<file path="src/rtl/dram_sequencer_if.sv">
// DRAM sequencer bus: decoded Z80 memory request in,
// RAS/CAS/MUX strobes and CPU wait request out.
interface dram_sequencer_if;
  logic mreq;
  logic rd;
  logic wr;
  logic rfsh;
  logic csdram;
  logic bank;
  logic ras1;
  logic ras2;
  logic cas1;
  logic cas2;
  logic mux;
  logic waitn;

  modport master (
    output mreq, rd, wr, rfsh, csdram, bank,
    input  ras1, ras2, cas1, cas2, mux, waitn
  );

  modport slave (
    input  mreq, rd, wr, rfsh, csdram, bank,
    output ras1, ras2, cas1, cas2, mux, waitn
  );
endinterface

</file>
<file path="src/rtl/dram_sequencer.sv">
// Clocked DRAM strobe generator: RAS/CAS/MUX sequencing with
// cycle-counted setup, hold and precharge, plus CPU wait request.
module dram_sequencer #(
  parameter int T_RM  = 1,
  parameter int T_MC  = 1,
  parameter int T_CAS = 2,
  parameter int T_REF = 3,
  parameter int T_RP  = 2
) (
  input logic       clk,
  input logic       resetn,
  dram_sequencer_if.slave bus
);

  // A timing value of 0 behaves like 1.
  localparam logic [3:0] L_RM =
    (T_RM <= 1) ? 4'd0 : 4'(T_RM - 1);
  localparam logic [3:0] L_MC =
    (T_MC <= 1) ? 4'd0 : 4'(T_MC - 1);
  localparam logic [3:0] L_CAS =
    (T_CAS <= 1) ? 4'd0 : 4'(T_CAS - 1);
  localparam logic [3:0] L_REF =
    (T_REF <= 1) ? 4'd0 : 4'(T_REF - 1);
  localparam logic [3:0] L_RP =
    (T_RP <= 1) ? 4'd0 : 4'(T_RP - 1);

  typedef enum logic [2:0] {
    IDLE, ROW, COL, CAS, REF, PRE
  } st_t;

  logic [5:0] s1;
  logic [5:0] s2;
  logic       smreq;
  logic       srd;
  logic       swr;
  logic       srfsh;
  logic       scs;
  logic       sbank;
  logic       refreq;
  logic       accreq;

  st_t        st;
  st_t        ns;
  logic [3:0] cnt;
  logic [3:0] ncnt;
  logic       bsel;
  logic       nbsel;
  logic       expd;

  logic [1:0] ras_d;
  logic [1:0] cas_d;
  logic       mux_d;
  logic       wait_d;
  logic [1:0] ras_q;
  logic [1:0] cas_q;
  logic       mux_q;
  logic       wait_q;

  assign smreq = s2[0];
  assign srd   = s2[1];
  assign swr   = s2[2];
  assign srfsh = s2[3];
  assign scs   = s2[4];
  assign sbank = s2[5];

  assign refreq = !smreq && !srfsh;
  assign accreq = !smreq && srfsh && !scs
               && (!srd || !swr);
  assign expd   = (cnt == 4'd0);

  always_comb begin
    ns    = st;
    nbsel = bsel;
    ncnt  = expd ? 4'd0 : cnt - 4'd1;
    case (st)
      IDLE: begin
        if (refreq) begin
          ns   = REF;
          ncnt = L_REF;
        end else if (accreq) begin
          ns    = ROW;
          ncnt  = L_RM;
          nbsel = sbank;
        end
      end
      ROW: begin
        if (smreq) begin
          ns   = PRE;
          ncnt = L_RP;
        end else if (expd) begin
          ns   = COL;
          ncnt = L_MC;
        end
      end
      COL: begin
        if (smreq) begin
          ns   = PRE;
          ncnt = L_RP;
        end else if (expd) begin
          ns   = CAS;
          ncnt = L_CAS;
        end
      end
      CAS, REF: begin
        if (expd && smreq) begin
          ns   = PRE;
          ncnt = L_RP;
        end
      end
      PRE: begin
        // Expiry passes through IDLE in the same edge so a
        // queued access sees exactly T_RP precharge cycles.
        if (expd) begin
          if (refreq) begin
            ns   = REF;
            ncnt = L_REF;
          end else if (accreq) begin
            ns    = ROW;
            ncnt  = L_RM;
            nbsel = sbank;
          end else begin
            ns   = IDLE;
            ncnt = 4'd0;
          end
        end
      end
      default: begin
        ns   = IDLE;
        ncnt = 4'd0;
      end
    endcase
  end

  always_comb begin
    ras_d  = 2'b11;
    cas_d  = 2'b11;
    mux_d  = 1'b1;
    wait_d = 1'b1;
    case (ns)
      ROW: begin
        ras_d[nbsel] = 1'b0;
        wait_d       = 1'b0;
      end
      COL: begin
        ras_d[nbsel] = 1'b0;
        mux_d        = 1'b0;
        wait_d       = 1'b0;
      end
      CAS: begin
        ras_d[nbsel] = 1'b0;
        cas_d[nbsel] = 1'b0;
        mux_d        = 1'b0;
      end
      REF: ras_d = 2'b00;
      PRE: wait_d = !accreq;
      default: ;
    endcase
  end

  always_ff @(posedge clk) begin
    if (!resetn) begin
      s1     <= 6'h3f;
      s2     <= 6'h3f;
      st     <= IDLE;
      cnt    <= 4'd0;
      bsel   <= 1'b0;
      ras_q  <= 2'b11;
      cas_q  <= 2'b11;
      mux_q  <= 1'b1;
      wait_q <= 1'b1;
    end else begin
      s1     <= {bus.bank, bus.csdram, bus.rfsh,
                 bus.wr, bus.rd, bus.mreq};
      s2     <= s1;
      st     <= ns;
      cnt    <= ncnt;
      bsel   <= nbsel;
      ras_q  <= ras_d;
      cas_q  <= cas_d;
      mux_q  <= mux_d;
      wait_q <= wait_d;
    end
  end

  assign bus.ras1  = ras_q[0];
  assign bus.ras2  = ras_q[1];
  assign bus.cas1  = cas_q[0];
  assign bus.cas2  = cas_q[1];
  assign bus.mux   = mux_q;
  assign bus.waitn = wait_q;

endmodule

</file>
<file path="src/flat_wrapper.sv">
// flat-port wrapper written by rule: the top's interface ports become plain ports
module dram_sequencer_flat 
#(
  parameter int T_RM  = 1,
  parameter int T_MC  = 1,
  parameter int T_CAS = 2,
  parameter int T_REF = 3,
  parameter int T_RP  = 2
)
  (clk, resetn, bus_mreq, bus_rd, bus_wr, bus_rfsh, bus_csdram, bus_bank, bus_ras1, bus_ras2, bus_cas1, bus_cas2, bus_mux, bus_waitn);
  dram_sequencer_if bus_i ();
  input logic clk;
  input logic resetn;
  input wire logic [$bits(bus_i.mreq)-1:0] bus_mreq;
  input wire logic [$bits(bus_i.rd)-1:0] bus_rd;
  input wire logic [$bits(bus_i.wr)-1:0] bus_wr;
  input wire logic [$bits(bus_i.rfsh)-1:0] bus_rfsh;
  input wire logic [$bits(bus_i.csdram)-1:0] bus_csdram;
  input wire logic [$bits(bus_i.bank)-1:0] bus_bank;
  output wire logic [$bits(bus_i.ras1)-1:0] bus_ras1;
  output wire logic [$bits(bus_i.ras2)-1:0] bus_ras2;
  output wire logic [$bits(bus_i.cas1)-1:0] bus_cas1;
  output wire logic [$bits(bus_i.cas2)-1:0] bus_cas2;
  output wire logic [$bits(bus_i.mux)-1:0] bus_mux;
  output wire logic [$bits(bus_i.waitn)-1:0] bus_waitn;
  assign bus_i.mreq = bus_mreq;
  assign bus_i.rd = bus_rd;
  assign bus_i.wr = bus_wr;
  assign bus_i.rfsh = bus_rfsh;
  assign bus_i.csdram = bus_csdram;
  assign bus_i.bank = bus_bank;
  assign bus_ras1 = bus_i.ras1;
  assign bus_ras2 = bus_i.ras2;
  assign bus_cas1 = bus_i.cas1;
  assign bus_cas2 = bus_i.cas2;
  assign bus_mux = bus_i.mux;
  assign bus_waitn = bus_i.waitn;
  dram_sequencer #(.T_RM(T_RM), .T_MC(T_MC), .T_CAS(T_CAS), .T_REF(T_REF), .T_RP(T_RP)) u_core (.clk(clk), .resetn(resetn), .bus(bus_i));
endmodule
</file>
<file path="config.mk">
export PLATFORM = sky130hd
export DESIGN_NAME = dram_sequencer_flat
export DESIGN_NICKNAME = d
export VERILOG_FILES = /design/src/rtl/dram_sequencer_if.sv /design/src/rtl/dram_sequencer.sv /design/src/flat_wrapper.sv
export SDC_FILE = /design/constraint.sdc
export NUM_CORES = 1
export LEC_CHECK = 0
export ABC_AREA = 1
export BUFFER_PORTS_ARGS = -buffer_cell sky130_fd_sc_hd__buf_4
export CAP_MARGIN = 30
export CORE_MARGIN = 3
export CORE_UTILIZATION = 45
export DETAILED_ROUTE_END_ITERATION = 16
export SYNTH_ARGS = -nofsm -noshare
export SYNTH_HDL_FRONTEND = slang
export SYNTH_SLANG_ARGS = --single-unit
</file>
<file path="constraint.sdc">
create_clock -name clk -period 2.7 [get_ports clk]
set_input_delay 0.135 -clock clk [delete_from_list [all_inputs] [get_ports clk]]
set_output_delay 0.135 -clock clk [all_outputs]
set_load 0.02 [all_outputs]
</file>
After elaboration in Yosys (flattened, before gate mapping)
Index checks and enable logic that the tools add are counted.
{"block": "word_totals", "register_bits": 26, "latchBits": 0, "mem_bits_rw": 0, "rom_bits": 0, "input_bits": 8, "word_cells": 74, "mem_count": 0}
{"block": "op_classes", "addsub": 1, "mul": 0, "div_mod_pow": 0, "order_cmp": 2, "eq_ne": 10, "n_shift": 0, "n_mux": 31, "bitwise_logic": 1, "reduce_logical": 20}
{"operator": "$mux W4", "count": 9}
{"operator": "$mux W3", "count": 9}
{"operator": "$pmux W4 S5", "count": 1}
{"operator": "$pmux W3 S5", "count": 1}
{"operator": "$eq A3 B2 Y1 const B", "count": 4}
{"operator": "$eq A3 B3 Y1 const B", "count": 4}
{"operator": "$eq A3 B1 Y1 const B", "count": 2}
{"operator": "$logic_and A1 B1 Y1", "count": 6}
{"operator": "$logic_not A1 Y1", "count": 6}
{"operator": "$mux W1", "count": 6}
{"operator": "$reduce_or A2 Y1", "count": 3}
{"operator": "$logic_not A4 Y1", "count": 1}
{"operator": "$pmux W1 S2", "count": 2}
{"operator": "$pmux W2 S2", "count": 1}
{"operator": "$sub A4 B1 Y4 const B", "count": 1}
{"operator": "$logic_not A3 Y1", "count": 1}
{"operator": "$reduce_or A3 Y1", "count": 1}
{"operator": "$lt A1 B2 Y1 const B", "count": 1}
{"operator": "$mux W2", "count": 1}
{"operator": "$not A2 Y2", "count": 1}
{"operator": "$reduce_and A2 Y1", "count": 1}
{"operator": "$demux W1 S1", "count": 1}
{"operator": "$ge A1 B1 Y1 const B", "count": 1}
{"operator": "$logic_or A1 B1 Y1", "count": 1}

Longest topological paths before layout
Gate-level depths: netlist (run 1).
{"block": "depth", "word_depth": 14, "ltp_mapped": 12}

Worst setup path before layout (run 1)
No wires, ideal clock.
{"block": "synth_timing", "path_kind": "reg-to-reg", "start": "reg u_core.cnt[0]", "end": "reg u_core.cas_q[0]", "setup_time_ns": 0.114, "t_arrival_ns": 1.283, "path_slack_ns": 1.303, "path_stages_with_launch": 13, "synth_period_minus_slack_ns": 1.397, "path_cell_list": "dfxtp_1 inv_1 ha_1 nand2_1 nand2_1 nand2_1 nand2_1 nand2_1 nor2_4 nand2_1 inv_2 nor2_4 nand2_1"}
{"block": "synth_via", "elab_chain_len": 8, "elab_cells_between_ends": 19, "classes_between": "2 x order compare; 1 x eq/ne; 11 x mux; 1 x bitwise; 4 x reduce/logical"}
{"element": "from (decl)", "line_no": "dram_sequencer.sv:44", "text": "logic [3:0] cnt;"}
{"element": "from (signal assigned)", "line_no": "dram_sequencer.sv:176", "text": "cnt <= ncnt;"}
{"element": "$logic_not A4 Y1 (*)", "line_no": "dram_sequencer.sv:69", "text": "assign expd = (cnt == 4'd0);"}
{"element": "$mux W1", "line_no": "dram_sequencer.sv:113", "text": "if (expd) begin"}
{"element": "$pmux W1 S2", "line_no": "dram_sequencer.sv:75", "text": "case (st)"}
{"element": "$lt A1 B2 Y1 (implied by the code) or $ge A1 B1 Y1 (tied branches)", "line_no": "dram_sequencer.sv:151", "text": "cas_d[nbsel] = 1'b0;"}
{"element": "$logic_and A1 B1 Y1 (implied by the code)", "line_no": "dram_sequencer.sv:151"}
{"element": "$mux W1 (implied by the code)", "line_no": "dram_sequencer.sv:151"}
{"element": "$demux W1 S1"}
{"element": "$not A2 Y2 (no line)"}
{"element": "to (signal assigned)", "line_no": "dram_sequencer.sv:179", "text": "cas_q <= cas_d;"}
{"element": "to (decl)", "line_no": "dram_sequencer.sv:55", "text": "logic [1:0] cas_q;"}
Every way passes the cells marked *; elsewhere a longest branch is shown, timed or not.
A chain may end at the register's enable or synchronous reset.

Worst setup path in the final report (run 1)
{"block": "layout_timing", "start": "reg u_core.cnt[0]", "end": "reg u_core.cas_q[1]"}
The elaborated chain is that of the path after synthesis.

==> results by group, run 1 <==
Route
  – Post-detailed-route via-to-cell ratio: 4.77
  – Total wirelength of the detailed-routed design: 2320 um
  – Count of vias placed by the detailed router: 1007
  – Number of nets still failing antenna checks after routing: 0
  – First-pass DRT Iterations: 4
  – DRC violation count after routing: 0
  – Routed wire per std cell: 11.0 um
  – DRC marker count from the first detailed-route iteration: 32

Synth
  – Synthesized net count: 169
  – Area fraction of the dominant cell type after synthesis: 43.7%
  – Cell accounting for the most synthesized area: dfxtp_1
  – Most instantiated flip-flop cell in the synthesis netlist: dfxtp_1
  – Unique masters post-synth: 23
  – Leading post-synthesis cells by cell area: dfxtp_1, nand2_1, or2_2, inv_1, nand3_1
  – Syn Inst Count: 159
  – Flop and latch count out of synthesis: 26
  – Synthesis warning total: 0
  – Count of flip-flops with a built-in enable after synthesis: 0
  – Average cell area after synthesis: 7.49 um2
  – Async S/R FF share, synth: 0%
  – Cell area after technology mapping: 0.00119 mm2
  – Sequential-to-total area share from yosys stat: 43.7%

GRT
  – Maximum number of pins on one net before global-route repair: 18
  – Number of antenna violations at the first check in global routing: 0
  – Wire length of the first global-routing pass: 3880 um
  – Residual overflow from global routing: 0
  – Global-route usage over all layers: 15.2%
  – Via count of the first global-routing pass: 971

Timing
  – Min Tclk post-route: 1680 ps
  – Share of the clock period used by the worst path after layout: 62.2%
  – Count of final max-slew check failures: 0
  – Slew of the pin with the lowest slew margin: 459 ps
  – RSZ-0062 raised after global routing: no
  – Total Neg Setup Slack: 0 ps
  – Setup clock skew after layout: 6.14 ps
  – Worst relative slew slack: 69.4%
  – Setup violations, final: 0
  – Number of hold violations in the final report: 0
  – Fmax: 0.595 GHz

Placement
  – PortBufs: 13
  – Placed wire-length estimate after detailed placement: 1750 um
  – Cell Area, Placed: 0.00132 mm2
  – RD Place Congestion: 0.825

Floorplan
  – Die boundary width: 57.5 um
  – Std-Cell Core Area: 0.00250 mm2
  – Die Outline Area: 0.00330 mm2
  – I/O Pins: 14
  – FP Rows: 18
  – Die Height: 57.5 um
  – Initial cell density of the core: 47.6%

Finish
  – Utilization after layout: 57.4%
  – Post-synthesis to final-layout area growth: 20.5%
  – Footprint of the flip-flops and latches: 520 um2
  – Final net count: 192
  – Fill cells: 231
  – Number of diodes: 0
  – Top library cells by usage in the layout, fill and taps aside: nand2_1, dfxtp_1, inv_1
  – Layout cells sized above 1: 28.2%
  – Cell area after layout: 0.00144 mm2
  – Area used by multi-input combinational logic: 569 um2
  – Most common library cell in the layout ignoring fill and taps: nand2_1

Worst setup path
  – Required time of the critical path: 2920 ps
  – Startpoint-to-endpoint class of the critical path: reg -> reg
  – Most Frequent Cell on Critical Path: nand2_1
  – Maximum fanout along the worst path: 5
  – Critical-path cell with the highest stage delay: dfxtp_1
  – Worst Setup Start Kind: register
  – Slack of the worst reg-to-reg path: 1020 ps
  – Kind of end point of the critical path: register
  – Worst reg2reg endpoint: u_core.cas_q[1]
  – Worst Path Arrival: 1900 ps
  – Largest delay contributor family on the critical path: simple AND/OR/NAND/NOR gates
  – Worst reg2reg path depth: 11
  – R2r startpoint: u_core.cnt[0]
  – Crit path largest cell delay: 340 ps
  – CP cell instances: inv_1 -> ha_1 -> nand2_1 -> nand2_1 -> inv_1 -> o21ai_2 -> inv_2 -> nor2_4 -> inv_2 -> nor2_4 -> nand2_1
  – Buffer and inverter count on the worst path: 4

Clock tree
  – CTS tree: done
  – Clock input transition at the sequential cells of the worst setup and hold paths: 130 ps
  – Clk Latency, worst-skew pair: 320 ps
  – Worst-case clock buffer depth: 2
  – Cts bufs inserted: 3
  – Clk root buf: clkbuf_4
  – Number of gates resized after cts: 0
  – CTS sink count: 26
  – H-tree depth: 1

Hold path
  – Endpoint, Worst Hold: u_core.ras_q[0]
  – Start point of the worst min-delay path: resetn
  – Hold Path Stages: 2
  – Class of the tightest hold or removal check: in -> reg

Pwr
  – Power per unit of standard cell area: 855 mW/mm2
  – Leak pwr: 0.000725 uW
  – Worst supply voltage drop on vdd: 0.619 mV
  – Overall power of the completed layout: 1230 uW

Status
  – Run status: finished clean

Job
  – Max Cap Viol: 0
[state kept, by name, indices dropped and copies added (netlist names)]
name and flops:
u_core.bus.waitn 1, u_core.bus.mux 1, u_core.cas_q 2, u_core.s1 6, u_core.st 3, u_core.ras_q 2, u_core.cnt 4, u_core.bsel 1
u_core.s2 6
[cell families after synthesis]
kind of cell	synth area share (%)
simple gates	37.8
xor+xnor	0.735
compound gates	7.14
buf+inv	8.51
flops	43.7
fa+ha+maj	2.10
[area by class of cell]
class                      count  area share, %
multi-input combinational    106           39.7
clock buffer                   3           1.57
clock inverter                 1           2.09
inverter                      26           6.80
timing repair buffer          19           11.0
tap                           30           2.62
sequential                    26           36.3
[power breakdown]
| group | switching, uW | internal [uW] |
|---|---|---|
| sequential | 31.2 | 437 |
| clock | 109 | 150 |
| combinational | 316 | 183 |
[cells in the mapped netlist (3+ instances only)]
master and count:
nor2_1 13, nor2_4 4, nand2_1 38, a21oi_1 6, inv_2 7, o21bai_1 3, o21ai_2 3, or2_2 13
inv_1 18, dfxtp_1 26, nand3_1 11
[worst max path at each step]
stage | from | to | cells past startpoint
final | u_core.cnt[0] | u_core.cas_q[1] | 11
after global routing | u_core.cnt[0] | u_core.cas_q[0] | 11
after CTS | u_core.cnt[0] | u_core.cas_q[0] | 11
after detailed placement | u_core.cnt[0] | u_core.cas_q[1] | 11
after global placement | u_core.cnt[0] | u_core.cas_q[0] | 11
after floorplan | u_core.cnt[0] | u_core.cas_q[0] | 12
[what timing repair did]
| item | CTS | global route |
|---|---|---|
| buffers inserted | 0 | 0 |
| hold buffers | 6 | 0 |
| hold endpoints to repair | 6 | 0 |
[stage by stage]
| step | setup slack (ps) | std cells | hold WS (ps) |
|---|---|---|---|
| after floorplan | 1300 | 159 | 204 |
| after global placement | 1120 | 201 | 321 |
| after detailed placement | 1040 | 201 | 325 |
| after CTS | 1020 | 211 | 1.35 |
| after global routing | 853 | 211 | 2.10 |
| final | 1020 | 211 | 6.92 |
[per-layer routing]
layer,global-route usage [%],routed length [um],vias up
li1,-,-,537
met1,18.5,1030,440
met2,25.2,1150,26
met3,1.58,94,4
met4,9.93,43,0
met5,0,0,-
Note: power is estimated with default switching activity, not from simulation.
==> inputs of run 2 (changes only) <==
PLACE_DENSITY = 0.67   (was unset)
clock period = 1.5 ns   (was 2.7 ns; I/O delays follow)
==> run 2 against run 1 <==
Against the previous run: utilization rose by 3.4 points; maximum frequency rose by 15%; combinational power rose by 120%; hold slack improved by 420 ps; clock power rose by 7.7%; register-to-register slack got worse by 980 ps; critical path depth did not move; largest power group unchanged.
==> results by group, run 2 (synthesis results as in run 1) <==
Placement
  – PortBufs: 13 (unchanged)
  – Placed wire-length estimate after detailed placement: 1700 um (-3.1%)
  – Pre-CTS worst setup slack: -40.1 ps (-1080 ps)
  – RD Place Congestion: 0.895 (+8.5%)

Finish
  – Most common library cell in the layout ignoring fill and taps: nand2_1
  – Post-synthesis to final-layout area growth: 27.6%
  – Final net count: 198 (+3.1%)
  – Number of diodes: 0 (unchanged)
  – Top library cells by usage in the layout, fill and taps aside: nand2_1, dfxtp_1, buf_4
  – Leading registers by flop count: u_core.s1 x6, u_core.s2 x6, u_core.cnt x4
  – Layout cells sized above 1: 41.4% (+13 points)

Floorplan
  – Die Outline Area: 0.00330 mm2 (unchanged)
  – I/O Pins: 14 (unchanged)
  – Std-Cell Core Area: 0.00250 mm2 (unchanged)
  – Initial cell density of the core: 47.6% (unchanged)
  – Die boundary width: 57.5 um (unchanged)
  – Die Height: 57.5 um (unchanged)
  – FP Rows: 18 (unchanged)

Worst setup path
  – Crit path largest cell delay: 340 ps (about the same)
  – Critical-path cell with the highest stage delay: dfxtp_2
  – Crit path depth: 11 (unchanged)
  – Worst Path Arrival: 1680 ps (-220 ps)
  – Most Frequent Cell on Critical Path: nand2_1
  – Worst reg2reg path depth: 11 (unchanged)
  – Largest delay contributor family on the critical path: simple AND/OR/NAND/NOR gates
  – First element of the critical path: u_core.cnt[1]
  – Required time of the critical path: 1720 ps (-1200 ps)
  – Worst Setup Start Kind: register
  – Buffer and inverter count on the worst path: 2 (-2)
  – Maximum fanout along the worst path: 3 (-2)
  – CP cell instances: inv_2 -> ha_4 -> nand2_4 -> nor2_4 -> a21oi_2 -> nor2_1 -> nand2_1 -> inv_2 -> nand3_2 -> nand2_1 -> nand2_1
  – R2r startpoint: u_core.cnt[1]
  – Startpoint-to-endpoint class of the critical path: reg -> reg
  – Kind of end point of the critical path: register

Hold path
  – Start point of the worst min-delay path: u_core.s1[2]
  – Hold Path Stages: 1 (-1)
  – Class of the tightest hold or removal check: reg -> reg

Clock tree
  – CTS tree: done
  – Worst-case clock buffer depth: 2 (unchanged)
  – H-tree depth: 1 (unchanged)
  – Clk root buf: clkbuf_4
  – Clock input transition at the sequential cells of the worst setup and hold paths: 130 ps (about the same)
  – CTS sink count: 26 (unchanged)
  – Clk Latency, worst-skew pair: 310 ps (about the same)
  – Cts bufs inserted: 3 (unchanged)

Timing
  – Post-layout worst setup margin: 41.4 ps (-979 ps)
  – Share of the clock period used by the worst path after layout: 97.2% (+35 points)
  – Setup clock skew after layout: 4.37 ps (-1.77 ps)
  – Total Neg Setup Slack: 0 ps (unchanged)
  – Fmax: 0.686 GHz (+15%)
  – Slew of the pin with the lowest slew margin: 452 ps (-6.62 ps)
  – Setup violations, final: 0 (unchanged)
  – Count of final max-slew check failures: 0 (unchanged)
  – Min Tclk post-route: 1460 ps (-221 ps)
  – RSZ-0062 raised after global routing: yes
  – Number of hold violations in the final report: 0 (unchanged)
  – Worst relative slew slack: 69.8% (+0.44 points)

GRT
  – Maximum number of pins on one net before global-route repair: 18 (unchanged)
  – Residual overflow from global routing: 0 (unchanged)
  – Via count of the first global-routing pass: 948 (-2.4%)
  – Number of antenna violations at the first check in global routing: 0 (unchanged)
  – Global-route usage over all layers: 14.4% (-0.83 points)
  – Wire length of the first global-routing pass: 3750 um (-3.6%)

Pwr
  – Worst supply voltage drop on vdd: 0.887 mV (+43%)
  – Power per unit of standard cell area: 1460 mW/mm2 (+70%)
  – Leak pwr: 0.000747 uW (+3.1%)

Route
  – Routed wire per std cell: 10.8 um (-1.3%)
  – First-pass DRT Iterations: 4 (unchanged)
  – Number of nets still failing antenna checks after routing: 0 (unchanged)
  – Total wirelength of the detailed-routed design: 2340 um (+0.99%)
  – Count of vias placed by the detailed router: 1036 (+2.9%)
  – DRC marker count from the first detailed-route iteration: 44 (+38%)
  – DRC violation count after routing: 0 (unchanged)
  – Post-detailed-route via-to-cell ratio: 4.80 (+0.50%)

Status
  – Run status: finished clean

Job
  – Max Cap Viol: 0 (unchanged)
run 2: cell types whose count changed in the layout (fill, tap and decap cells not counted), sizes merged:
cell	change
dlygate4sd3	+1
buf	+5
bufinv	-1
run 2: final cells by class:
class | instances | area [um2]
Fill cell | 210 | 980
Sequential cell | 26 | 528
Timing Repair Buffer | 25 | 205
Clock buffer | 3 | 22.5
Tap cell | 30 | 37.5
Inverter | 26 | 97.6
Multi-Input combinational cell | 106 | 629
run 2: timing repair:
action                                 CTS  global route
pin swaps                                1             8
buffers inserted                         0             1
endpoints found under the hold margin    9             0
hold buffers                             7             0
resized for setup                        4            22
setup endpoints to repair                6             9
run 2: metal layers:
metal	wire length [um]	GRT usage [%]	up-vias
met2	1180	23.4	28
met5	0	0	-
met4	34	7.62	0
met1	1030	17.6	459
met3	99	3.17	4
li1	-	-	545
run 2: power breakdown:
group          internal [uW]  leakage (uW)  total (uW)  switching, uW
clock                   93.8     0.0000138         279            185
combinational            440      0.000516        1080            637
sequential               795      0.000216         858           63.4
total                   1330      0.000747        2210            885
run 2: final timing paths:
check	end	slack [ps]
worst max-delay path	u_core.ras_q[0]	40
worst min-delay path	u_core.s2[2]	430
worst max register to register	u_core.ras_q[0]	40
worst min register to register	u_core.s2[2]	430
run 2: per-stage QoR:
step | instances | hold WS, ps | area (um2) | util (%) | total power, uW
5_1_grt | 216 | 439 | 1520 | 60.8 | 2380
4_1_cts | 215 | 429 | 1450 | 58.1 | 2090
3_3_place_gp | 205 | 262 | 1350 | 54.1 | 1780
2_1_floorplan | 159 | 144 | 1190 | - | 1530
6_report | 216 | 427 | 1520 | 60.8 | 2210
3_5_place_dp | 205 | 265 | 1350 | 54.1 | 1780
==> inputs of run 3 (changes only) <==
CORE_UTILIZATION = 47   (was 45)
PLACE_DENSITY = 0.69   (was 0.67)
==> run 3 against run 2 <==
Against the previous run: total power rose by 1.2%; sequential cell count unchanged; via count decreased by 0.68%; register-to-register slack got worse by 30 ps; final cell count is 0.46% lower; clock skew is 2.2 ps higher; critical endpoint is now u_core.ras_q[1]; largest power group unchanged; highest routed layer unchanged.
==> results by group, run 3 (synthesis results as in run 1) <==
Status
  – Run status: finished clean

Worst setup path
  – Worst Setup Start Kind: register
  – Worst reg2reg endpoint: u_core.ras_q[1]
  – Startpoint-to-endpoint class of the critical path: reg -> reg
  – Maximum fanout along the worst path: 3 (unchanged)
  – Worst reg2reg path depth: 9 (-2)
  – Slack of the worst reg-to-reg path: 20 ps (-30 ps)
  – R2r startpoint: u_core.cnt[1]
  – Worst Path Arrival: 1690 ps (about the same)
  – Kind of end point of the critical path: register
  – Required time of the critical path: 1710 ps (about the same)

Finish
  – Area used by multi-input combinational logic: 632 um2 (+0.40%)
  – Most common library cell in the layout ignoring fill and taps: nand2_1
  – Final net count: 199 (+0.51%)
  – Number of diodes: 0 (unchanged)
  – Layout cells sized above 1: 41.2% (-0.22 points)
  – Fill cells: 185 (-12%)
  – Leading registers by flop count: u_core.s1 x6, u_core.s2 x6, u_core.cnt x4
  – Top library cells by usage in the layout, fill and taps aside: nand2_1, dfxtp_1, buf_4
  – Post-synthesis to final-layout area growth: 28.7%
  – Footprint of the flip-flops and latches: 531 um2 (+0.47%)

Pwr
  – Worst supply voltage drop on vdd: 0.828 mV (-6.7%)
  – Power per unit of standard cell area: 1460 mW/mm2 (+0.39%)
  – Overall power of the completed layout: 2240 uW (+1.2%)
  – Leak pwr: 0.000765 uW (+2.4%)

Timing
  – Post-layout worst setup margin: 16.2 ps (-25.1 ps)
  – RSZ-0062 raised after global routing: yes
  – Slew of the pin with the lowest slew margin: 425 ps (-27.1 ps)
  – Count of final max-slew check failures: 0 (unchanged)
  – Worst relative slew slack: 71.6% (+1.8 points)
  – Min Tclk post-route: 1480 ps (+25.1 ps)
  – Number of hold violations in the final report: 0 (unchanged)
  – Share of the clock period used by the worst path after layout: 98.9% (+1.7 points)
  – Fmax: 0.674 GHz (-1.7%)
  – Worst hold slack: 427 ps (+0.0740 ps)
  – Setup violations, final: 0 (unchanged)
  – Total Neg Setup Slack: 0 ps (unchanged)
  – Setup clock skew after layout: 6.57 ps (+2.20 ps)

Floorplan
  – Die Height: 56.3 um (-1.9%)
  – Die boundary width: 56.3 um (-1.9%)
  – Initial cell density of the core: 51.9% (+4.2 points)
  – FP Rows: 17 (-1)
  – Std-Cell Core Area: 0.00230 mm2 (-8.1%)
  – I/O Pins: 14 (unchanged)
  – Die Outline Area: 0.00317 mm2 (-3.8%)

Clock tree
  – Clk root buf: clkbuf_4
  – CTS sink count: 26 (unchanged)
  – Cts bufs inserted: 3 (unchanged)
  – Clock input transition at the sequential cells of the worst setup and hold paths: 130 ps (about the same)
  – CTS tree: done
  – Worst-case clock buffer depth: 2 (unchanged)
  – H-tree depth: 1 (unchanged)
  – Clk Latency, worst-skew pair: 310 ps (about the same)

Route
  – Routed wire per std cell: 10.8 um (-0.57%)
  – Number of nets still failing antenna checks after routing: 0 (unchanged)
  – Post-detailed-route via-to-cell ratio: 4.79 (-0.21%)
  – Count of vias placed by the detailed router: 1029 (-0.68%)
  – DRC marker count from the first detailed-route iteration: 9 (-80%)
  – Total wirelength of the detailed-routed design: 2320 um (-1.0%)
  – First-pass DRT Iterations: 4 (unchanged)
  – DRC violation count after routing: 0 (unchanged)

Hold path
  – Endpoint, Worst Hold: u_core.s2[5]
  – Start point of the worst min-delay path: u_core.s1[5]
  – Class of the tightest hold or removal check: reg -> reg
  – Hold Path Stages: 1 (unchanged)

Placement
  – PortBufs: 13 (unchanged)
  – RD Place Congestion: 0.839 (-6.3%)
  – Pre-CTS worst setup slack: -28.3 ps (+11.8 ps)
  – Placed wire-length estimate after detailed placement: 1640 um (-3.3%)

GRT
  – Wire length of the first global-routing pass: 4020 um (+7.2%)
  – Number of antenna violations at the first check in global routing: 0 (unchanged)
  – Via count of the first global-routing pass: 976 (+3.0%)
  – Global-route usage over all layers: 15.7% (+1.3 points)
  – Maximum number of pins on one net before global-route repair: 18 (unchanged)
  – Residual overflow from global routing: 0 (unchanged)

Job
  – Max Cap Viol: 0 (unchanged)
run 3: changes by cell type in the layout (fill, tap and decap cells not counted), sizes merged:
cell and delta:
buf +1
run 3: worst max-delay path by stage:
stage | start | endpoint | slack (ps) | depth (start not counted)
after floorplan | u_core.cnt[0] | u_core.cas_q[0] | 100 | 12
after global placement | u_core.cnt[0] | u_core.cas_q[1] | 10 | 12
after detailed placement | u_core.cnt[0] | u_core.cas_q[0] | -30 | 12
after CTS | u_core.cnt[0] | u_core.bus.waitn | 0.9 | 9
after global routing | u_core.cnt[1] | u_core.ras_q[1] | -100 | 9
final | u_core.cnt[1] | u_core.ras_q[1] | 20 | 9
run 3: critical path, cell delays in order (launching register included):
cell     delay [ps]
dfxtp_2         340
inv_2            70
ha_4            150
nand2_1          70
nor2_2          130
a21oi_1         110
nor2_2          200
nand3_2         140
nand3_2         100
nand3_1          70
run 3: metrics by stage:
stage,utilization [%],std cells,cell area [um2]
2_1_floorplan,-,159,1190
3_3_place_gp,58.4,202,1340
3_5_place_dp,58.4,202,1340
4_1_cts,63.0,213,1450
5_1_grt,66.7,215,1530
6_report,66.7,215,1530
run 3: repair_timing:
action | CTS | global route
resized for setup | 3 | 25
endpoints found under the hold margin | 9 | 0
setup buffers | 1 | 2
pin swaps | 1 | 10
hold buffers | 7 | 0
endpoints found under the setup margin | 6 | 11
run 3: cell type report:
class                      count  area share, %
multi-input combinational    106           41.2
sequential                    26           34.6
timing repair buffer          26           13.9
inverter                      26           6.53
tap                           28           2.29
clock buffer                   3           1.47
run 3: routing by layer:
| layer | routed length [um] | GRT usage [%] | vias up |
|---|---|---|---|
| met5 | 0 | 0 | - |
| met4 | 36 | 6.44 | 0 |
| met1 | 1070 | 18.6 | 462 |
| met2 | 1150 | 27.2 | 12 |
| met3 | 50 | 3.45 | 6 |
| li1 | - | - | 549 |
run 3: power by group:
group | internal (uW) | switching, uW
registers | 796 | 73.4
logic | 466 | 624
clock network | 93.7 | 188
total | 1360 | 885
